--- config.mk ---
export PLATFORM = sky130hd
export DESIGN_NAME = prog_loader
export DESIGN_NICKNAME = d
export VERILOG_FILES = /design/src/rtl/prog_loader_pkg.sv /design/src/rtl/prog_loader_uart_rx.sv /design/src/rtl/prog_loader.sv
export SDC_FILE = /design/constraint.sdc
export NUM_CORES = 1
export LEC_CHECK = 0
export BUFFER_PORTS_ARGS = -buffer_cell sky130_fd_sc_hd__buf_4
export CAP_MARGIN = 0
export CELL_PAD_IN_SITES_DETAIL_PLACEMENT = 1
export CELL_PAD_IN_SITES_GLOBAL_PLACEMENT = 1
export CORE_ASPECT_RATIO = 1.2
export CORE_UTILIZATION = 50
export CTS_BUF_LIST = sky130_fd_sc_hd__clkbuf_4
export DETAILED_ROUTE_END_ITERATION = 6
export PLACE_DENSITY = 0.92
export SLEW_MARGIN = 20
export SYNTH_ARGS = -nofsm -noshare
export SYNTH_HDL_FRONTEND = slang
export SYNTH_SLANG_ARGS = --single-unit
--- constraint.sdc ---
create_clock -name clk_i -period 2.5 [get_ports clk_i]
set_input_delay 0.375 -clock clk_i [delete_from_list [all_inputs] [get_ports clk_i]]
set_output_delay 0.375 -clock clk_i [all_outputs]
set_load 0.005 [all_outputs]
--- src/rtl/prog_loader_pkg.sv ---
// Shared types and UART framing constants for the program loader.
// The checksum state only exists when PROG_LOADER_CHECKSUM_EN is defined.
package prog_loader_pkg;

    localparam int   UART_DATA_BITS = 8;
    localparam logic UART_START_BIT = 1'b0;
    localparam logic UART_STOP_BIT  = 1'b1;

    typedef enum logic [2:0] {
        ST_IDLE,
        ST_HEADER,
        ST_DATA,
`ifdef PROG_LOADER_CHECKSUM_EN
        ST_CHECK,
`endif
        ST_DONE,
        ST_ERROR
    } state_t;

    typedef enum logic [1:0] {
        RX_IDLE,
        RX_START,
        RX_DATA,
        RX_STOP
    } rx_state_t;

    function automatic int words_per_byte(input int width);
        return UART_DATA_BITS / width;
    endfunction

endpackage

--- src/rtl/prog_loader_uart_rx.sv ---
// 8N1 UART byte receiver: two-flop synchroniser, mid-bit sampling,
// single-cycle byte_valid / frame_err pulses. Dropping i_enable aborts a byte.
module uart_byte_rx
    import prog_loader_pkg::*;
#(
    parameter int BAUD_COUNTS_PER_BIT        = 521,
    parameter int BAUD_RATE_COUNTER_BITWIDTH = 10
) (
    input  logic       clk_i,
    input  logic       reset_i,
    input  logic       i_enable,
    input  logic       i_rx,
    output logic [7:0] o_byte,
    output logic       o_byte_valid,
    output logic       o_frame_err
);

    localparam int BW = BAUD_RATE_COUNTER_BITWIDTH;
    localparam int unsigned BIT_LAST  = BAUD_COUNTS_PER_BIT - 1;
    localparam int unsigned HALF_LAST = BAUD_COUNTS_PER_BIT / 2 - 1;
    localparam logic [BW-1:0] C_BIT_LAST  = BW'(BIT_LAST);
    localparam logic [BW-1:0] C_HALF_LAST = BW'(HALF_LAST);
    localparam logic [2:0]    C_LAST_BIT  = 3'(UART_DATA_BITS - 1);

    rx_state_t     r_state;
    logic          r_sync1;
    logic          r_sync2;
    logic          r_prev;
    logic [BW-1:0] r_baud;
    logic [2:0]    r_bit;
    logic [7:0]    r_byte;
    logic          r_valid;
    logic          r_ferr;

    assign o_byte       = r_byte;
    assign o_byte_valid = r_valid;
    assign o_frame_err  = r_ferr;

    always_ff @(posedge clk_i or posedge reset_i) begin
        if (reset_i) begin
            r_state <= RX_IDLE;
            r_sync1 <= 1'b1;
            r_sync2 <= 1'b1;
            r_prev  <= 1'b1;
            r_baud  <= '0;
            r_bit   <= '0;
            r_byte  <= '0;
            r_valid <= 1'b0;
            r_ferr  <= 1'b0;
        end else begin
            r_sync1 <= i_rx;
            r_sync2 <= r_sync1;
            r_prev  <= r_sync2;
            r_valid <= 1'b0;
            r_ferr  <= 1'b0;
            if (!i_enable) begin
                r_state <= RX_IDLE;
                r_baud  <= '0;
                r_bit   <= '0;
            end else begin
                case (r_state)
                    RX_IDLE: begin
                        if (r_prev != UART_START_BIT && r_sync2 == UART_START_BIT) begin
                            r_baud  <= '0;
                            r_state <= RX_START;
                        end
                    end
                    RX_START: begin
                        // A start bit that is gone by half-bit is treated as a glitch
                        if (r_baud == C_HALF_LAST) begin
                            r_baud  <= '0;
                            r_bit   <= '0;
                            r_state <= (r_sync2 == UART_START_BIT) ? RX_DATA : RX_IDLE;
                        end else begin
                            r_baud <= r_baud + 1'b1;
                        end
                    end
                    RX_DATA: begin
                        if (r_baud == C_BIT_LAST) begin
                            r_baud <= '0;
                            r_byte <= {r_sync2, r_byte[7:1]};
                            r_bit  <= r_bit + 1'b1;
                            if (r_bit == C_LAST_BIT) begin
                                r_state <= RX_STOP;
                            end
                        end else begin
                            r_baud <= r_baud + 1'b1;
                        end
                    end
                    RX_STOP: begin
                        if (r_baud == C_BIT_LAST) begin
                            r_baud  <= '0;
                            r_state <= RX_IDLE;
                            if (r_sync2 == UART_STOP_BIT) begin
                                r_valid <= 1'b1;
                            end else begin
                                r_ferr <= 1'b1;
                            end
                        end else begin
                            r_baud <= r_baud + 1'b1;
                        end
                    end
                    default: r_state <= RX_IDLE;
                endcase
            end
        end
    end

endmodule

--- src/rtl/prog_loader.sv ---
// UART program loader: header N, packed data words, optional checksum byte
// (PROG_LOADER_CHECKSUM_EN). Writes unpacked words to program memory.
module prog_loader
    import prog_loader_pkg::*;
#(
    parameter int REGISTER_WIDTH             = 4,
    parameter int MEMORY_ADDRESS_WIDTH       = 4,
    parameter int MEMORY_REGISTERS           = 16,
    parameter int BAUD_COUNTS_PER_BIT        = 521,
    parameter int BAUD_RATE_COUNTER_BITWIDTH = 10
) (
    input  logic                            clk_i,
    input  logic                            reset_i,
    input  logic                            p_programm_i,
    input  logic                            rx_i,
    output logic                            we_o,
    output logic [MEMORY_ADDRESS_WIDTH-1:0] waddr_o,
    output logic [REGISTER_WIDTH-1:0]       wdata_o,
    output logic                            cpu_hold_o,
    output logic                            busy_o,
    output logic                            done_o,
    output logic                            err_o
);

    localparam int WPB = words_per_byte(REGISTER_WIDTH);
    localparam int CW  = (MEMORY_ADDRESS_WIDTH + 1 > 9) ? MEMORY_ADDRESS_WIDTH + 1 : 9;
    localparam logic [CW-1:0] MAX_N = CW'(MEMORY_REGISTERS);

    logic [7:0] w_byte;
    logic       w_byte_valid;
    logic       w_frame_err;

    state_t                          r_state;
    logic [CW-1:0]                   r_count;
    logic [CW-1:0]                   r_addr;
    logic [7:0]                      r_bytes_left;
    logic [7:0]                      r_shift;
    logic [1:0]                      r_words_left;
    logic                            r_we;
    logic [MEMORY_ADDRESS_WIDTH-1:0] r_waddr;
    logic [REGISTER_WIDTH-1:0]       r_wdata;
    logic                            r_hold;
`ifdef PROG_LOADER_CHECKSUM_EN
    logic [7:0]                      r_sum;
`endif

    uart_byte_rx #(
        .BAUD_COUNTS_PER_BIT        (BAUD_COUNTS_PER_BIT),
        .BAUD_RATE_COUNTER_BITWIDTH (BAUD_RATE_COUNTER_BITWIDTH)
    ) u_rx (
        .clk_i        (clk_i),
        .reset_i      (reset_i),
        .i_enable     (p_programm_i),
        .i_rx         (rx_i),
        .o_byte       (w_byte),
        .o_byte_valid (w_byte_valid),
        .o_frame_err  (w_frame_err)
    );

    assign we_o       = r_we;
    assign waddr_o    = r_waddr;
    assign wdata_o    = r_wdata;
    assign cpu_hold_o = r_hold;
    assign done_o     = (r_state == ST_DONE);
    assign err_o      = (r_state == ST_ERROR);
`ifdef PROG_LOADER_CHECKSUM_EN
    assign busy_o     = (r_state == ST_HEADER) || (r_state == ST_DATA) || (r_state == ST_CHECK);
`else
    assign busy_o     = (r_state == ST_HEADER) || (r_state == ST_DATA);
`endif

    always_ff @(posedge clk_i or posedge reset_i) begin
        if (reset_i) begin
            r_state      <= ST_IDLE;
            r_count      <= '0;
            r_addr       <= '0;
            r_bytes_left <= '0;
            r_shift      <= '0;
            r_words_left <= '0;
            r_we         <= 1'b0;
            r_waddr      <= '0;
            r_wdata      <= '0;
            r_hold       <= 1'b0;
`ifdef PROG_LOADER_CHECKSUM_EN
            r_sum        <= '0;
`endif
        end else begin
            r_we   <= 1'b0;
            r_hold <= p_programm_i;
            if (!p_programm_i) begin
                r_state      <= ST_IDLE;
                r_words_left <= '0;
            end else begin
                // Trailing words of a byte drain one per cycle; words past N are dropped
                if (r_words_left != '0) begin
                    r_words_left <= r_words_left - 1'b1;
                    r_shift      <= r_shift << REGISTER_WIDTH;
                    if (r_addr < r_count) begin
                        r_we    <= 1'b1;
                        r_waddr <= r_addr[MEMORY_ADDRESS_WIDTH-1:0];
                        r_wdata <= r_shift[7 -: REGISTER_WIDTH];
                        r_addr  <= r_addr + 1'b1;
                    end
                end
                case (r_state)
                    ST_IDLE: r_state <= ST_HEADER;
                    ST_HEADER: begin
                        if (w_frame_err) begin
                            r_state <= ST_ERROR;
                        end else if (w_byte_valid) begin
                            if (w_byte == 8'd0 || CW'(w_byte) > MAX_N) begin
                                r_state <= ST_ERROR;
                            end else begin
                                r_count      <= CW'(w_byte);
                                r_addr       <= '0;
                                r_bytes_left <= (WPB == 1) ? w_byte : 8'((9'(w_byte) + 9'd1) >> 1);
`ifdef PROG_LOADER_CHECKSUM_EN
                                r_sum        <= '0;
`endif
                                r_state      <= ST_DATA;
                            end
                        end
                    end
                    ST_DATA: begin
                        if (w_frame_err) begin
                            r_state <= ST_ERROR;
                        end else if (w_byte_valid) begin
                            r_bytes_left <= r_bytes_left - 1'b1;
                            r_shift      <= w_byte << REGISTER_WIDTH;
                            r_words_left <= 2'(WPB - 1);
`ifdef PROG_LOADER_CHECKSUM_EN
                            r_sum        <= r_sum + w_byte;
`endif
                            if (r_addr < r_count) begin
                                r_we    <= 1'b1;
                                r_waddr <= r_addr[MEMORY_ADDRESS_WIDTH-1:0];
                                r_wdata <= w_byte[7 -: REGISTER_WIDTH];
                                r_addr  <= r_addr + 1'b1;
                            end
                        end else if (r_bytes_left == '0 && r_words_left == '0) begin
`ifdef PROG_LOADER_CHECKSUM_EN
                            r_state <= ST_CHECK;
`else
                            r_state <= ST_DONE;
`endif
                        end
                    end
`ifdef PROG_LOADER_CHECKSUM_EN
                    ST_CHECK: begin
                        if (w_frame_err) begin
                            r_state <= ST_ERROR;
                        end else if (w_byte_valid) begin
                            r_state <= (w_byte == r_sum) ? ST_DONE : ST_ERROR;
                        end
                    end
`endif
                    ST_DONE:  r_state <= ST_DONE;
                    ST_ERROR: r_state <= ST_ERROR;
                    default:  r_state <= ST_IDLE;
                endcase
            end
        end
    end

endmodule
Yosys cells after proc, flatten, opt, wreduce, memory -nomap -nowiden
Index checks and enable logic that the tools add are counted.
Storage, ports and cells
  register bits after elaboration: 76
  input bits: 4
  output and inout port bits: 13
  logic and storage cells: 148
Cells by class
  add/subtract/negate cells: 6
  $lt $le $gt $ge: 2
  eq/ne operators: 24
  mux-type cells: 76
  bitwise operators: 3
  reductions and logical operators: 18
Operators by type and width (number)
  8-bit two-way mux: 9
  9-bit two-way mux: 8
  4-bit two-way mux: 12
  10-bit two-way mux: 4
  3-bit two-way mux: 10
  10-bit case mux with 3 select lines: 1
  2-bit two-way mux: 12
  9-bit case mux with 2 select lines: 1
  8-bit logical NOT: 2
  8-bit case mux with 2 select lines: 1
  1-bit two-way mux: 15
  3-bit by 2-bit inequality test with 1-bit output (second input constant): 5
  3-bit case mux with 5 select lines: 1
  10-bit by 1-bit adder with 10-bit output (second input constant): 1
  10-bit == test (second input constant): 1
  10-bit by 9-bit == test with 1-bit output (second input constant): 1
  5-bit AND reduction: 2
  8-bit by 1-bit adder with 9-bit output (second input constant): 1
  9-bit by 1-bit adder with 9-bit output (second input constant): 1
  9-bit by 8-bit < comparator with 1-bit output: 1
  3-bit AND reduction: 3
  8-bit by 5-bit greater-than comparator with 1-bit output (second input constant): 1
  4-bit by 2-bit inequality test with 1-bit output (second input constant): 2
  2-bit case mux with 4 select lines: 1
  21 further kinds: 33

Depth between registers and ports, before layout
Gate-level depths: netlist of the first run.
  word-level depth: 8
  depth in mapped cells: 10
  depth with buffers taken out: 9

Modules after synthesis
Synthesis of the first run repeated with hierarchy kept, for this count alone.
Unflattened totals
  cells, all modules: 391
  area, all modules: 4001.3 µm²
By module, submodules not included
  prog_loader: instances 1, cells an instance 258, area each 2565.0 µm², seq. area each 1201.2 µm²
  uart_byte_rx: instances 1, cells an instance 133, area each 1436.4 µm², seq. area each 704.4 µm²

Worst setup path before layout of the first run
No wires, ideal clock.
  path type: register to register
  start point: reg r_addr[7]
  end point: reg r_addr[2]
  library setup time: 127 ps
  data arrival time: 2021 ps
  data required time: 2373 ps
  setup slack: 352 ps
  stages on the path, launching flop included: 8
  buffers on the path: 0
  period minus slack after synthesis: 2148 ps
  cell sequence: dfrtp_1 -> ha_1 -> a211oi_1 -> nand3_2 -> a211oi_2 -> a21oi_1 -> o31a_1 -> o21bai_1
Between the ends
  word-level cells in the longest chain between the ends: 7
  elaborated cells between the ends (all ways): 10
  those cells by class: 1 x order compare; 9 x mux
RTL lines
  from (decl): RTL line prog_loader.sv:35  | logic [CW-1:0] r_addr;
  from (signal assigned): RTL line prog_loader.sv:102  | r_addr <= r_addr + 1'b1;
  from (signal assigned): RTL line prog_loader.sv:138  | r_addr <= r_addr + 1'b1;
  9-bit by 8-bit < comparator with 1-bit output (*): RTL line prog_loader.sv:98, prog_loader.sv:134
  9-bit two-way mux: RTL line prog_loader.sv:98  | if (r_addr < r_count) begin
  9-bit two-way mux: RTL line prog_loader.sv:95  | if (r_words_left != '0) begin
  9-bit two-way mux (on tied branches): RTL line prog_loader.sv:134, prog_loader.sv:111
  9-bit two-way mux (on tied branches): RTL line prog_loader.sv:127, prog_loader.sv:110
  9-bit two-way mux (on tied branches): RTL line prog_loader.sv:125, prog_loader.sv:108
  9-bit case mux with 2 select lines (*): RTL line prog_loader.sv:105  | case (r_state)
Mark *: on every way between the ends. The rest lies on a longest branch, timed or not.
A chain may end at the register's enable or synchronous reset.

Worst setup path after layout of the first run
  start point: reg r_state[2]
  end point: out busy_o
Between the ends
  word-level cells in the longest chain between the ends: 2
  elaborated cells between the ends (all ways): 3
  those cells by class: 2 x eq/ne; 1 x reduce/logical
RTL lines
  from (decl): RTL line prog_loader.sv:33  | state_t r_state;
  from (signal assigned): RTL line prog_loader.sv:74  | r_state <= ST_IDLE;
  from (signal assigned): RTL line prog_loader.sv:91  | r_state <= ST_IDLE;
  from (signal assigned): RTL line prog_loader.sv:106  | ST_IDLE: r_state <= ST_HEADER;
  3-bit by 1-bit == test with 1-bit output / 3-bit by 2-bit == test with 1-bit output (equally long branches): RTL line prog_loader.sv:69  | assign busy_o = (r_state == ST_HEADER) || (r_state == ST_DATA);
  1-bit logical OR (*): RTL line prog_loader.sv:69
  to (decl): RTL line prog_loader.sv:20  | output logic busy_o,
Marked as above.

==> flow_summary.json, run 1 <==
{
  "status": "finished with violations",
  "violations": "negative hold slack",
  "criticalPathCategory": "flip-flop to output port",
  "avgRoutedWirePerCell_um": 19.2,
  "setup_viol": 0,
  "cp_max_fo": 15,
  "firstDrtPassIters": 4,
  "crit_family": "simple AND/OR/NAND/NOR gates",
  "hold_class": "input pin to asynchronous set/reset pin",
  "reg2reg_depth": 9,
  "cts.htree.levels": 3,
  "numCtsBuffers": 9,
  "worst_slew_pin_slew_ns": 0.647,
  "synth_cell_types": 72,
  "coreArea_um2": 8110,
  "dp_hpwl_mm": 7.82,
  "drc": 0,
  "critPathMaxStageDelay_ns": 0.52,
  "grt_pass1_vias": 3738,
  "cp.buffers_inverters": 2,
  "min_period_over_period_pct": 95.4,
  "fin_worst_skew_ns": 0.0240,
  "worstPathRequired_ns": 2.12,
  "r2r_end": "r_addr[0]",
  "cp-endpoint": "busy_o",
  "grt-ovfl-total": 0,
  "clock-sinks": 76,
  "grt_pass1_wl_mm": 18.0,
  "postPlaceCellArea_um2": 4420,
  "cp_num_cells": 4,
  "drive_above_1_share_pct": 16.4,
  "clkTransAtPathRegs_ns": 0.15,
  "synth_top_flop_cell": "dfrtp_1",
  "power_switching_mw": 0.918,
  "grt_use_met3_pct": 3.55,
  "die_y_um": 102,
  "slowest_stage": "or3b_1",
  "synth_async_sr_flop_share_pct": 100,
  "power_mw": 2.63,
  "num_rows": 36,
  "synth_cells": 433,
  "numPortBuffers": 16,
  "antenna_found_initial": 0,
  "pwr-share-clk_pct": 27.4,
  "initial_utilization_pct": 51.2,
  "synth-edff-count": 0,
  "worstPathCellList": "or3b_1 -> buf_4 -> nand2_1 -> buf_4",
  "post_cts_buffers": 0,
  "p_sw_share_pct": 35.0,
  "vias_per_cell": 6.13,
  "startpoint": "r_state[2]",
  "power.density_nw_per_um2": 576,
  "slew_headroom_pct": 56.7,
  "power.leakage_nw": 2.13,
  "use_met2_pct": 49.6,
  "area.growth.synth_to_final_pct": 9.85,
  "r2r_slack_ns": 0.12,
  "top_usage_layer": "met2",
  "yosys.area.top_type_share_pct": 44.0,
  "slew_violations": 0,
  "detail-route-antenna-nets": 0,
  "cts_root_buf": "clkbuf_4",
  "fillers": 936,
  "max_clock_freq_mhz": 419,
  "boundaryPins": 17,
  "peakVddDrop_mv": 0.300,
  "synth_nets": 452,
  "tns_ns": 0,
  "drt_iter0_drc": 159,
  "synth-seq-cells": 76,
  "yosysWarningCount": 0,
  "routed_wl_mm": 10.8,
  "dieArea_um2": 8680,
  "via_count": 3427,
  "combPwrFrac_pct": 20.9,
  "path_common_cell": "buf_4",
  "cts_tree": "done",
  "worstSetupStartpointType": "flip-flop",
  "timing.max_cap.violations": 0,
  "globalRouteMet1Util_pct": 30.3,
  "hold_violations": 1,
  "yosys-top-cells-area": "dfrtp_1 44%, ha_1 4.5%, nand2_1 4.3%",
  "arrival_ns": 2.01,
  "gp_congestion": 0.861,
  "pre_cts_slack_ns": 0.157,
  "clkLatencyLatePin_ns": 0.45,
  "synth_area_um2": 4150,
  "cp-end-kind": "output port",
  "rsz0062_at_grt": "false",
  "layout_setup_ws_ns": 0.115,
  "seq_area_frac_synth_pct": 45.9,
  "grt_max_degree": 77,
  "r2r_start": "u_rx.o_byte[1]",
  "die_x_um": 85.2,
  "stdcell_area_um2": 4560,
  "nets": 477,
  "grt_util_all_layers_pct": 27.0,
  "fin_crit_ns": 2.39,
  "clk_path_buf_depth": 2,
  "syn_avg_cell_area_um2": 9.59,
  "intPower_mw": 1.71,
  "holdWs_ns": -0.000747,
  "synth_top_area_cell": "dfrtp_1",
  "seq_power_share_pct": 51.7
}
==> power groups by stage <==
| stage | combinational, mW | clock (mW) | sequential [mW] |
|---|---|---|---|
| final | 0.549 | 0.720 | 1.36 |
| after global routing | 0.611 | 0.777 | 1.37 |
| after CTS | 0.545 | 0.726 | 1.36 |
| after detailed placement | 0.540 | 0 | 1.38 |
| after global placement | 0.507 | 0 | 1.37 |
| after floorplan | 0.421 | 0 | 1.33 |
==> worst min-delay path, delay by kind of cell <==
family                 cells  cell delay (ns)
buffers and inverters      3             0.51
==> registers in the layout, indices dropped and copies added (netlist names) <==
| signal | cells |
|---|---|
| u_rx.r_baud | 10 |
| r_addr | 9 |
| r_bytes_left | 8 |
| r_count | 8 |
| r_shift | 8 |
| u_rx.o_byte | 8 |
| waddr_o | 4 |
| wdata_o | 4 |
| r_state | 3 |
| u_rx.r_bit | 3 |
| r_words_left | 2 |
| u_rx.r_state | 2 |
| cpu_hold_o | 1 |
| u_rx.o_byte_valid | 1 |
| u_rx.o_frame_err | 1 |
| u_rx.r_prev | 1 |
| u_rx.r_sync1 | 1 |
| u_rx.r_sync2 | 1 |
| we_o | 1 |
==> metal layers <==
metal  vias to the layer above  part of all wire (%)
met5                         -                     0
met4                         0                   3.5
met3                        32                   3.5
met2                        84                    53
met1                      1717                    40
li1                       1594                     -
==> through the flow <==
step / utilization, % / std cells
2_1_floorplan: - / 433
3_3_place_gp: 54.5 / 542
3_5_place_dp: 54.5 / 542
4_1_cts: 56.1 / 558
5_1_grt: 56.3 / 558
6_report: 56.3 / 559
==> cells by family (layout without fill, tap and decap cells) <==
group	count (synthesis)	count (layout)	share of synthesized area, %
buffers and inverters	39	69	4.46
adder cells (fa/ha/maj)	15	15	4.52
flip-flops	76	76	45.9
other	0	1	0
AO/OA/AOI/OAI	108	108	17.1
AND/OR/NAND/NOR	171	171	22.2
XOR/XNOR	10	10	2.11
multiplexers	14	14	3.73
==> cell type report <==
type                       instances  area (µm²)  share of cell area, %
antenna                            1        2.50                 0.0548
inverter                          21        78.8                   1.73
tap                               95         119                   2.60
sequential                        76        1910                   41.8
timing repair buffer              32         253                   5.54
clock inverter                     7        58.8                   1.29
multi-input combinational        318        2080                   45.5
clock buffer                       9        67.6                   1.48
==> worst min path at each step <==
stage | startpoint | end | slack, ns | cells past startpoint
2_1_floorplan | u_rx.r_sync1 | u_rx.r_sync2 | 0.35 | 0
3_3_place_gp | u_rx.r_sync1 | u_rx.r_sync2 | 0.35 | 0
3_5_place_dp | u_rx.r_sync1 | u_rx.r_sync2 | 0.35 | 0
4_1_cts | reset_i | r_bytes_left[0] | 0.01 | 3
5_1_grt | rx_i | u_rx.r_sync1 | 0.003 | 1
6_report | reset_i | u_rx.o_byte[0] | -0.0007 | 3
==> what timing repair did <==
action / CTS / global route
hold buffers: 0 / 0
setup endpoints to repair: 0 / 8
resized for setup: 0 / 2
==> synthesized netlist by cell type, types with 3 or more instances <==
library cell and instances:
nand2_1 48, inv_1 20, dfstp_2 3, o211ai_1 3, mux2_1 11, or3_1 7, and2_1 5, dfrtp_1 73
buf_2 7, clkbuf_1 6, o22ai_1 6, o21ai_1 8, ha_1 15, nand3_1 11, o21ai_0 23, a31oi_1 6
a41oi_1 4, buf_6 3, xor2_1 6, nor3_1 12, nand2b_1 8, and3_1 3, xnor2_1 4, nand4_1 4
o31ai_1 3, a21oi_1 28, nor2_1 43, a22o_1 6, nor3_4 3
==> layout by cell type (no fill, tap or decap), drive strengths merged, types with 3 or more instances in the layout <==
master,count
nand2,49
nand3,12
nor3b,4
a22o,6
clkinv,3
a41oi,4
and2,5
dfrtp,73
o22ai,6
clkbuf,9
and3,3
inv,23
dfstp,3
or3,7
nand4,4
ha,15
mux2,12
nor3,16
o211ai,4
a211oi,4
a21oi,30
nand2b,8
o21ai,33
xnor2,4
a31oi,6
buf,32
nor2,45
or3b,3
xor2,6
o31ai,3
Note: power is estimated with default switching activity, not from simulation.
==> run 2: changes to the inputs <==
--- a/config.mk
+++ b/config.mk
@@ -13,7 +13,8 @@
 export CORE_UTILIZATION = 50
 export CTS_BUF_LIST = sky130_fd_sc_hd__clkbuf_4
 export DETAILED_ROUTE_END_ITERATION = 6
-export PLACE_DENSITY = 0.92
+export GPL_TIMING_DRIVEN = 0
+export PLACE_DENSITY_LB_ADDON = 0.1
 export SLEW_MARGIN = 20
 export SYNTH_ARGS = -nofsm -noshare
 export SYNTH_HDL_FRONTEND = slang
==> flow_summary.json, run 2 (synthesized netlist as in run 1, its figures left out) <==
{
  "worstSetupStartpointType": "flip-flop",
  "grt-ovfl-total": 0,
  "fillers": 939,
  "power.density_nw_per_um2": 569,
  "hold_violations": 0,
  "tns_ns": 0,
  "cts_tree": "done",
  "grt_util_all_layers_pct": 26.7,
  "fin_util_pct": 56.9,
  "area.growth.synth_to_final_pct": 11.1,
  "final_common_cell": "dfrtp_1",
  "postPlaceCellArea_um2": 4420,
  "arrival_ns": 2.73,
  "grt_max_degree": 51,
  "min_period_over_period_pct": 95.1,
  "slew_violations": 0,
  "numCtsBuffers": 9,
  "cp-end-kind": "flip-flop",
  "p_sw_share_pct": 34.8,
  "antenna_found_initial": 0,
  "regMostFlops": "u_rx.r_baud",
  "dp_hpwl_mm": 7.75,
  "cts.htree.levels": 3,
  "final_cells": 566,
  "intPower_mw": 1.71,
  "largest_reg_flops": 10,
  "seqCellArea_um2": 1910,
  "clkLatencyLatePin_ns": 0.44,
  "status": "complete, no violations",
  "placed_cells": 545,
  "initial_utilization_pct": 51.2,
  "drt_iter0_drc": 137,
  "coreArea_um2": 8110,
  "gp_congestion": 0.798,
  "vias_per_cell": 6.02,
  "avgRoutedWirePerCell_um": 19.0,
  "drc": 0,
  "stdcell_area_um2": 4620,
  "clock-sinks": 76,
  "pwr-share-clk_pct": 27.2,
  "cts_root_buf": "clkbuf_4",
  "power.leakage_nw": 2.15,
  "cp.buffers_inverters": 1,
  "cp_max_fo": 5,
  "layout_setup_ws_ns": 0.121,
  "antenna_cells": 0,
  "die_x_um": 85.2,
  "fin_worst_skew_ns": 0.0201,
  "crit_family": "compound AO/OA/AOI/OAI gates",
  "num_rows": 36,
  "routed_wl_mm": 10.7,
  "holdWs_ns": 0.0304,
  "reg.largest.list": "u_rx.r_baud (10), r_addr (9)",
  "max_clock_freq_mhz": 420,
  "detail-route-antenna-nets": 0,
  "power_mw": 2.63,
  "boundaryPins": 17,
  "timing.max_cap.violations": 0,
  "criticalPathCategory": "flip-flop to flip-flop",
  "slew_headroom_pct": 42.0,
  "critPathMaxStageDelay_ns": 0.47,
  "drive_above_1_share_pct": 16.6,
  "r2r_slack_ns": 0.12,
  "worstPathRequired_ns": 2.85,
  "setup_viol": 0,
  "via_count": 3406,
  "seq_power_share_pct": 50.2,
  "worst_slew_pin_slew_ns": 0.866,
  "combPwrFrac_pct": 22.6,
  "worstPathCellList": "ha_1 -> and4b_1 -> nand3_1 -> a21oi_4 -> nor3_4 -> buf_4 -> a41oi_1 -> a21oi_1 -> a31oi_1",
  "nets": 485,
  "pre_cts_slack_ns": 0.0654,
  "die_y_um": 102,
  "peakVddDrop_mv": 0.323,
  "clkTransAtPathRegs_ns": 0.14,
  "grt_pass1_vias": 3557,
  "fin_crit_ns": 2.38,
  "firstDrtPassIters": 4,
  "clk_path_buf_depth": 2,
  "power_switching_mw": 0.916,
  "mostFrequentLayoutCells": "73 x dfrtp_1, 48 x nand2_1, 43 x nor2_1, 28 x a21oi_1, 23 x o21ai_0",
  "numPortBuffers": 16,
  "dieArea_um2": 8680,
  "grt_pass1_wl_mm": 17.8,
  "hold_class": "input pin to flip-flop",
  "slowest_stage": "dfrtp_1",
  "multiInputGateArea_um2": 2090
}
run 2: cell types whose count changed in the layout (fill, tap and decap cells not counted), sizes merged:
cell         previous run  this run
clkbuf                  9        15
buf                    32        33
diode                   1         0
dlygate4sd3             0         1
run 2: power groups by stage:
stage | Sequential [mW] | Clock, mW | Combinational (mW)
2_1_floorplan | 1.33 | 0 | 0.421
3_3_place_gp | 1.34 | 0 | 0.556
3_5_place_dp | 1.34 | 0 | 0.583
4_1_cts | 1.32 | 0.736 | 0.591
5_1_grt | 1.33 | 0.782 | 0.663
6_report | 1.32 | 0.716 | 0.595
run 2: what timing repair did:
action                                  CTS  global route
endpoints found under the hold margin    23             0
endpoints found under the setup margin    0             5
resized for setup                         0             4
hold buffers                              1             0
setup buffers                             0             4
run 2: worst paths after layout:
| path | from | end | cells after the start |
|---|---|---|---|
| worst max-delay path | r_addr[7] | r_addr[3] | 9 |
| worst min-delay path | rx_i | u_rx.r_sync1 | 1 |
| worst max register to register | r_addr[7] | r_addr[3] | 9 |
| worst min register to register | u_rx.r_sync1 | u_rx.r_sync2 | 0 |
| max in group asynchronous | reset_i | u_rx.o_frame_err | 4 |
| min in group asynchronous | reset_i | u_rx.r_baud[9] | 3 |
run 2: cell type report:
type | count | area share [%]
Inverter | 21 | 1.76
Timing Repair Buffer | 22 | 4.07
Buffer | 18 | 2.30
Sequential cell | 76 | 41.3
Multi-Input combinational cell | 318 | 45.3
Clock buffer | 9 | 1.46
Clock inverter | 7 | 1.27
Tap cell | 95 | 2.57
run 2: per-layer routing:
| layer | global-route usage [%] | wire length (µm) |
|---|---|---|
| met1 | 32.4 | 4550 |
| met2 | 48.3 | 5620 |
| met3 | 3.55 | 236 |
| met4 | 11.0 | 325 |
| met5 | 0 | 0 |
